==> config.mk <==
export PLATFORM = sky130hd
export DESIGN_NAME = alu_arbiter_flat
export DESIGN_NICKNAME = d
export VERILOG_FILES = /design/src/rtl/alu_arbiter_pkg.sv /design/src/rtl/alu_arbiter_if.sv /design/src/rtl/rr_arbiter.sv /design/src/rtl/alu_arbiter.sv /design/src/flat_wrapper.sv
export SDC_FILE = /design/constraint.sdc
export NUM_CORES = 1
export LEC_CHECK = 0
export ABC_CLOCK_PERIOD_IN_PS = 1400
export CAP_MARGIN = 20
export CORE_MARGIN = 1.5
export CORE_UTILIZATION = 35
export CTS_CLUSTER_SIZE = 10
export DETAILED_ROUTE_END_ITERATION = 7
export GPL_TIMING_DRIVEN = 1
export PLACE_DENSITY = 0.83
export SYNTH_ARGS = -nofsm -noshare
export SYNTH_HDL_FRONTEND = slang
export SYNTH_SLANG_ARGS = --single-unit
==> constraint.sdc <==
create_clock -name CLK -period 1.4 [get_ports CLK]
set_input_delay 0.14 -clock CLK [delete_from_list [all_inputs] [get_ports CLK]]
set_output_delay 0.14 -clock CLK [all_outputs]
set_load 0.02 [all_outputs]
==> src/rtl/alu_arbiter_pkg.sv <==
// Shared types for the ALU arbiter: opcode encoding used by the ALU and its clients,
// and the tag record that follows each issued operation through the ALU latency.
package myTypes;

  // Tag index is sized for the largest supported requester count (8).
  localparam int TAG_IDXW = 3;

  typedef enum logic [3:0] {
    OP_ADD = 4'd0,
    OP_SUB = 4'd1,
    OP_AND = 4'd2,
    OP_OR  = 4'd3,
    OP_XOR = 4'd4,
    OP_SLL = 4'd5,
    OP_SRL = 4'd6,
    OP_SLT = 4'd7
  } alu_op_e;

  typedef struct packed {
    logic                valid;
    logic [TAG_IDXW-1:0] idx;
  } tag_t;

endpackage

==> src/rtl/alu_arbiter_if.sv <==
// Request, ALU and response bundle between requesters and the ALU arbiter.
// The arbiter uses the slave view; requesters, ALU and responders sit on the master view.
interface alu_arbiter_if #(
  parameter int NBITS = 8,
  parameter int NREQ  = 2,
  parameter int OPW   = 4
);
  logic [NREQ-1:0]       req_valid;
  logic [NREQ-1:0]       req_ready;
  logic [NREQ*OPW-1:0]   req_op;
  logic [NREQ*NBITS-1:0] req_a;
  logic [NREQ*NBITS-1:0] req_b;
  logic [NREQ-1:0]       kill;
  logic [OPW-1:0]        alu_op;
  logic [NBITS-1:0]      alu_a;
  logic [NBITS-1:0]      alu_b;
  logic [NBITS-1:0]      alu_res;
  logic [NREQ-1:0]       rsp_valid;
  logic [NBITS-1:0]      rsp_data;
  logic                  busy;

  modport master (
    output req_valid, req_op, req_a, req_b, kill, alu_res,
    input  req_ready, alu_op, alu_a, alu_b, rsp_valid, rsp_data, busy
  );

  modport slave (
    input  req_valid, req_op, req_a, req_b, kill, alu_res,
    output req_ready, alu_op, alu_a, alu_b, rsp_valid, rsp_data, busy
  );
endinterface

==> src/rtl/rr_arbiter.sv <==
// Round-robin arbiter: searches from the pointer upward with wrap, grants at most one
// requester per cycle and moves the pointer just past the winner.
module rr_arbiter #(
  parameter  int NREQ = 2,
  localparam int IDXW = $clog2(NREQ)
) (
  input  logic            CLK,
  input  logic            RST,
  input  logic [NREQ-1:0] i_req,
  input  logic            i_en,
  output logic [NREQ-1:0] o_grant,
  output logic [IDXW-1:0] o_idx,
  output logic            o_found
);
  logic [IDXW-1:0] r_ptr;
  logic [IDXW:0]   w_sum;
  logic [IDXW-1:0] w_cand;

  // NOTE: combinational blocks use blocking '=' and give every output a default
  // first, so no path leaves a signal unassigned and no latch is inferred.
  always_comb begin
    o_grant = '0;
    o_idx   = r_ptr;
    o_found = 1'b0;
    w_sum   = '0;
    w_cand  = '0;
    for (int k = 0; k < NREQ; k++) begin
      w_sum = {1'b0, r_ptr} + (IDXW+1)'(k);
      if (w_sum >= (IDXW+1)'(NREQ)) w_sum = w_sum - (IDXW+1)'(NREQ);
      w_cand = w_sum[IDXW-1:0];
      if (i_en && !o_found && i_req[w_cand]) begin
        o_grant[w_cand] = 1'b1;
        o_idx           = w_cand;
        o_found         = 1'b1;
      end
    end
  end

  // NOTE: clocked state uses non-blocking '<=' so every register samples
  // pre-edge values regardless of statement order.
  always_ff @(posedge CLK) begin
    if (RST) begin
      r_ptr <= '0;
    end else if (o_found) begin
      r_ptr <= (o_idx == IDXW'(NREQ - 1)) ? '0 : o_idx + 1'b1;
    end
  end
endmodule

==> src/rtl/alu_arbiter.sv <==
// Shares one ALU between NREQ requesters: round-robin issue into registered operands,
// tag pipe matching the ALU latency, and a one-hot registered response with per-requester kill.
module alu_arbiter
  import myTypes::*;
#(
  parameter int NBITS   = 8,
  parameter int NREQ    = 2,
  parameter int OPW     = 4,
  parameter int ALU_LAT = 0
) (
  input logic          CLK,
  input logic          RST,
  alu_arbiter_if.slave bus
);
  localparam int IDXW  = $clog2(NREQ);
  localparam int DEPTH = 1 + ALU_LAT;

  logic [NREQ-1:0]  w_grant;
  logic [IDXW-1:0]  w_gidx;
  logic             w_gvalid;
  logic [OPW-1:0]   w_sel_op;
  logic [NBITS-1:0] w_sel_a;
  logic [NBITS-1:0] w_sel_b;
  logic             w_cap;
  logic [NREQ-1:0]  w_cap_oh;
  logic             w_busy;

  logic [OPW-1:0]   r_alu_op;
  logic [NBITS-1:0] r_alu_a;
  logic [NBITS-1:0] r_alu_b;
  logic [NBITS-1:0] r_rsp_data;
  logic [NREQ-1:0]  r_rsp_valid;
  tag_t [DEPTH-1:0] r_tag;

  function automatic logic tag_killed(input tag_t t, input logic [NREQ-1:0] k);
    tag_killed = 1'b0;
    for (int i = 0; i < NREQ; i++)
      if (t.valid && k[i] && (t.idx == TAG_IDXW'(i))) tag_killed = 1'b1;
  endfunction

  // No grant is issued while reset is held.
  rr_arbiter #(.NREQ(NREQ)) u_rr (
    .CLK     (CLK),
    .RST     (RST),
    .i_req   (bus.req_valid),
    .i_en    (~RST),
    .o_grant (w_grant),
    .o_idx   (w_gidx),
    .o_found (w_gvalid)
  );

  always_comb begin
    w_sel_op = '0;
    w_sel_a  = '0;
    w_sel_b  = '0;
    for (int i = 0; i < NREQ; i++) begin
      if (w_grant[i]) begin
        w_sel_op = bus.req_op[i*OPW +: OPW];
        w_sel_a  = bus.req_a[i*NBITS +: NBITS];
        w_sel_b  = bus.req_b[i*NBITS +: NBITS];
      end
    end
  end

  // A kill arriving in the capture cycle still suppresses the response.
  always_comb begin
    w_cap    = r_tag[DEPTH-1].valid && !tag_killed(r_tag[DEPTH-1], bus.kill);
    w_cap_oh = '0;
    for (int i = 0; i < NREQ; i++)
      w_cap_oh[i] = w_cap && (r_tag[DEPTH-1].idx == TAG_IDXW'(i));
    w_busy = |r_rsp_valid;
    for (int k = 0; k < DEPTH; k++)
      w_busy = w_busy | r_tag[k].valid;
  end

  // NOTE: the tag pipe is reset as a whole because its valid bits decide which
  // responses exist; a stale valid after reset would emit a phantom result.
  always_ff @(posedge CLK) begin
    if (RST) begin
      r_alu_op    <= '0;
      r_alu_a     <= '0;
      r_alu_b     <= '0;
      r_tag       <= '0;
      r_rsp_valid <= '0;
      r_rsp_data  <= '0;
    end else begin
      if (w_gvalid) begin
        r_alu_op <= w_sel_op;
        r_alu_a  <= w_sel_a;
        r_alu_b  <= w_sel_b;
      end
      r_tag[0].valid <= w_gvalid;
      r_tag[0].idx   <= TAG_IDXW'(w_gidx);
      for (int k = 1; k < DEPTH; k++) begin
        r_tag[k].valid <= r_tag[k-1].valid && !tag_killed(r_tag[k-1], bus.kill);
        r_tag[k].idx   <= r_tag[k-1].idx;
      end
      r_rsp_valid <= w_cap_oh;
      if (w_cap) r_rsp_data <= bus.alu_res;
    end
  end

  assign bus.req_ready = w_grant;
  assign bus.alu_op    = r_alu_op;
  assign bus.alu_a     = r_alu_a;
  assign bus.alu_b     = r_alu_b;
  assign bus.rsp_valid = r_rsp_valid;
  assign bus.rsp_data  = r_rsp_data;
  assign bus.busy      = w_busy;
endmodule

==> src/flat_wrapper.sv <==
// flat-port wrapper written by rule: the top's interface ports become plain ports
module alu_arbiter_flat import myTypes::*;
#(
  parameter int NBITS   = 8,
  parameter int NREQ    = 2,
  parameter int OPW     = 4,
  parameter int ALU_LAT = 0
)
  (CLK, RST, bus_req_valid, bus_req_op, bus_req_a, bus_req_b, bus_kill, bus_alu_res, bus_req_ready, bus_alu_op, bus_alu_a, bus_alu_b, bus_rsp_valid, bus_rsp_data, bus_busy);
  alu_arbiter_if #(.NBITS(NBITS), .NREQ(NREQ), .OPW(OPW)) bus_i ();
  input logic CLK;
  input logic RST;
  input wire logic [$bits(bus_i.req_valid)-1:0] bus_req_valid;
  input wire logic [$bits(bus_i.req_op)-1:0] bus_req_op;
  input wire logic [$bits(bus_i.req_a)-1:0] bus_req_a;
  input wire logic [$bits(bus_i.req_b)-1:0] bus_req_b;
  input wire logic [$bits(bus_i.kill)-1:0] bus_kill;
  input wire logic [$bits(bus_i.alu_res)-1:0] bus_alu_res;
  output wire logic [$bits(bus_i.req_ready)-1:0] bus_req_ready;
  output wire logic [$bits(bus_i.alu_op)-1:0] bus_alu_op;
  output wire logic [$bits(bus_i.alu_a)-1:0] bus_alu_a;
  output wire logic [$bits(bus_i.alu_b)-1:0] bus_alu_b;
  output wire logic [$bits(bus_i.rsp_valid)-1:0] bus_rsp_valid;
  output wire logic [$bits(bus_i.rsp_data)-1:0] bus_rsp_data;
  output wire logic [$bits(bus_i.busy)-1:0] bus_busy;
  assign bus_i.req_valid = bus_req_valid;
  assign bus_i.req_op = bus_req_op;
  assign bus_i.req_a = bus_req_a;
  assign bus_i.req_b = bus_req_b;
  assign bus_i.kill = bus_kill;
  assign bus_i.alu_res = bus_alu_res;
  assign bus_req_ready = bus_i.req_ready;
  assign bus_alu_op = bus_i.alu_op;
  assign bus_alu_a = bus_i.alu_a;
  assign bus_alu_b = bus_i.alu_b;
  assign bus_rsp_valid = bus_i.rsp_valid;
  assign bus_rsp_data = bus_i.rsp_data;
  assign bus_busy = bus_i.busy;
  alu_arbiter #(.NBITS(NBITS), .NREQ(NREQ), .OPW(OPW), .ALU_LAT(ALU_LAT)) u_core (.CLK(CLK), .RST(RST), .bus(bus_i));
endmodule
==> metrics.cfg <==
[status]
status = complete, no violations

[floorplan]
die_area_um2 = 4160
die_h_um = 64.50
pin_count = 87
die_w_um = 64.50
fp-row-count = 22
coreArea_um2 = 3633
start_util_pct = 36.43

[critical_path]
cp.arrival_ns = 1.23
crit_slowest_cell = clkdlybuf4s50_1
crit_buf_inv = 1
path_cells = clkdlybuf4s50_1
crit_path_max_fanout = 2
crit_required_ns = 1.26
crit_type = reg -> out
cp-end-kind = output port
critical_path.top_delay_family = buffers and inverters
max_stage_delay_ns = 0.61
cp-start-kind = register

[final_layout]
nNetsFinal = 292
areaGrowthSynthToFinish_pct = 79.87
mostFrequentLayoutCells = clkdlybuf4s50_1, nor3_1, dfxtp_1, o22ai_1, dlymetal6s2s_1
final_common_cell = clkdlybuf4s50_1
drive_gt1_share_pct = 10.04
fillers = 328
register_area_um2 = 660.6
antenna_cells = 0
multi_input_area_um2 = 590.6
final_area_um2 = 2381

[cts]
numClockSinks = 33
ctsResizeCount = 11
insertion_delay_ns = 0.28
cts.path.max_buffers = 2
clk_pin_slew_ns = 0.06
clockRootBuffer = clkbuf_8
cts-buffers-inserted = 5
cts_tree = done
hold_buffers = 0
postCtsSetupBuffers = 0
cts.htree.levels = 2

[power_and_ir_drop]
powerDensity_nw_per_um2 = 952.7
max-vdd-ir-drop_v = 0.0005740
leakagePower_nw = 1.083

[logic_synthesis]
yosysUniqueCellTypes = 21
synth_area_leaders = dfxtp_1, nor3_1, o22ai_1, nand4b_1, nand2b_1
muxShareOfSynthArea_pct = 1.040
syn_nets = 201
netlist.area_leader.share_pct = 49.91
syn_inst = 147
yosysSeqAreaShare_pct = 49.91
yosys.area_share.simple_pct = 28.45
ys_seq_elements = 33
synth_xor_area_share_pct = 0
yosys_warnings = 0
yosysTopAreaCell = dfxtp_1
synth_compound_area_share_pct = 14.37
syn_avg_cell_area_um2 = 9.005
synthesis.area_um2 = 1324
synth-adder-area-share_pct = 0.7561
synth_top_family_by_area = simple AND/OR/NAND/NOR gates

[grt]
grt_max_degree = 38
grt_overflow_total = 0
grt_antenna_before_repair = 0
grt_first_pass_wirelength_um = 6499
grt_pass1_vias = 1398
grt_util_all_layers_pct = 20.21

[sta]
period_share_pct = 97.89
fin_skew_ns = 0.005062
tightest_slew_ns = 0.3321
setup_viol = 0
hold_viol = 0
fin_ws_ns = 0.02951
fmaxAchievable_mhz = 729.7
slew_headroom_pct = 77.86
maxSlewViolCount = 0
holdWs_ns = 0.4600
min_period_ns = 1.370

[worst_hold_path]
hp-class = in -> reg

[place]
io_buffers = 86
dpl.hpwl_um = 2739
dpl_worst_slack_ns = -0.3540
place_area_um2 = 2282
place_congestion = 0.7995

[drt]
wire_per_inst_um = 14.02
first_iter_violations = 69
finalWirelength_um = 4024
ant_nets = 0
num_vias = 1446
drc_errors = 0
firstDrtPassIters = 4
viasPerCell = 5.038

[flow_run]
drv_cap = 0

area by class of cell:
type                            count  area share, %
Clock buffer                        8          3.363
Inverter                            2         0.3153
Multi-Input combinational cell     98          24.80
Sequential cell                    33          27.75
Tap cell                           48          2.522
Timing Repair Buffer               98          41.25
report_power, final:
group	switching, mW	total [mW]	internal, mW
sequential	0.0333	1.03	1.00
combinational	0.248	0.564	0.316
clock	0.319	0.671	0.353
per-layer routing:
| metal | GRT usage (%) | share of wire [%] | vias up |
|---|---|---|---|
| met5 | 0 | 0 | - |
| met4 | 10.11 | 2.0 | 0 |
| met3 | 8.681 | 9.8 | 8 |
| met2 | 31.90 | 46 | 74 |
| met1 | 23.37 | 42 | 640 |
| li1 | - | - | 724 |
synth_stat cells:
library cell,count
nor3_1,41
dfxtp_1,33
o22ai_1,20
clkbuf_1,9
nand2b_1,8
nand4b_1,8
o21ai_0,8
buf_2,4
nor2_1,3
inv_1,2
a21bo_2,1
a21oi_1,1
and2_1,1
and3b_1,1
buf_6,1
maj3_1,1
mux2i_2,1
nor2b_1,1
nor3b_2,1
o21ba_2,1
or3_1,1
flip-flops by register name (all words and copies together) (netlist names):
name and flops:
u_core.bus.alu_op 4, u_core.r_tag 2, u_core.bus.rsp_data 8, u_core.bus.alu_a 8, u_core.bus.alu_b 8, u_core.bus.rsp_valid 2
u_core.u_rr.r_ptr 1
stage by stage:
stage	util, %	power, mW	TNS (ns)	cells
after floorplan	-	1.295	0	147
after global placement	62.81	1.621	-3.147	279
after detailed placement	62.81	1.627	-3.543	279
after CTS	64.88	2.304	0	287
after global routing	65.53	2.388	-0.01200	287
final	65.53	2.268	0	287
logic make-up after synthesis:
logic type,after synthesis
AOI/OAI and AO/OA,31
adders and majority gates,1
buffers and inverters,16
DFF,33
muxes,1
and+or+nand+nor,65
path summary, 6_finish.rpt:
kind	from	end	slack [ns]	cells after the start
hold / removal	bus_alu_res[1]	u_core.bus.rsp_data[1]$_SDFFE_PP0P_	0.46	3
setup reg to reg	u_core.r_tag[0]$_SDFF_PP0_	u_core.bus.rsp_data[7]$_SDFFE_PP0P_	0.19	3
setup / recovery	u_core.bus.alu_b[2]$_SDFFE_PP0P_	bus_alu_b[2]	0.03	1
hold reg to reg	u_core.bus.rsp_data[1]$_SDFFE_PP0P_	u_core.bus.rsp_data[1]$_SDFFE_PP0P_	0.47	2
Note: power is estimated with default switching activity, not from simulation.
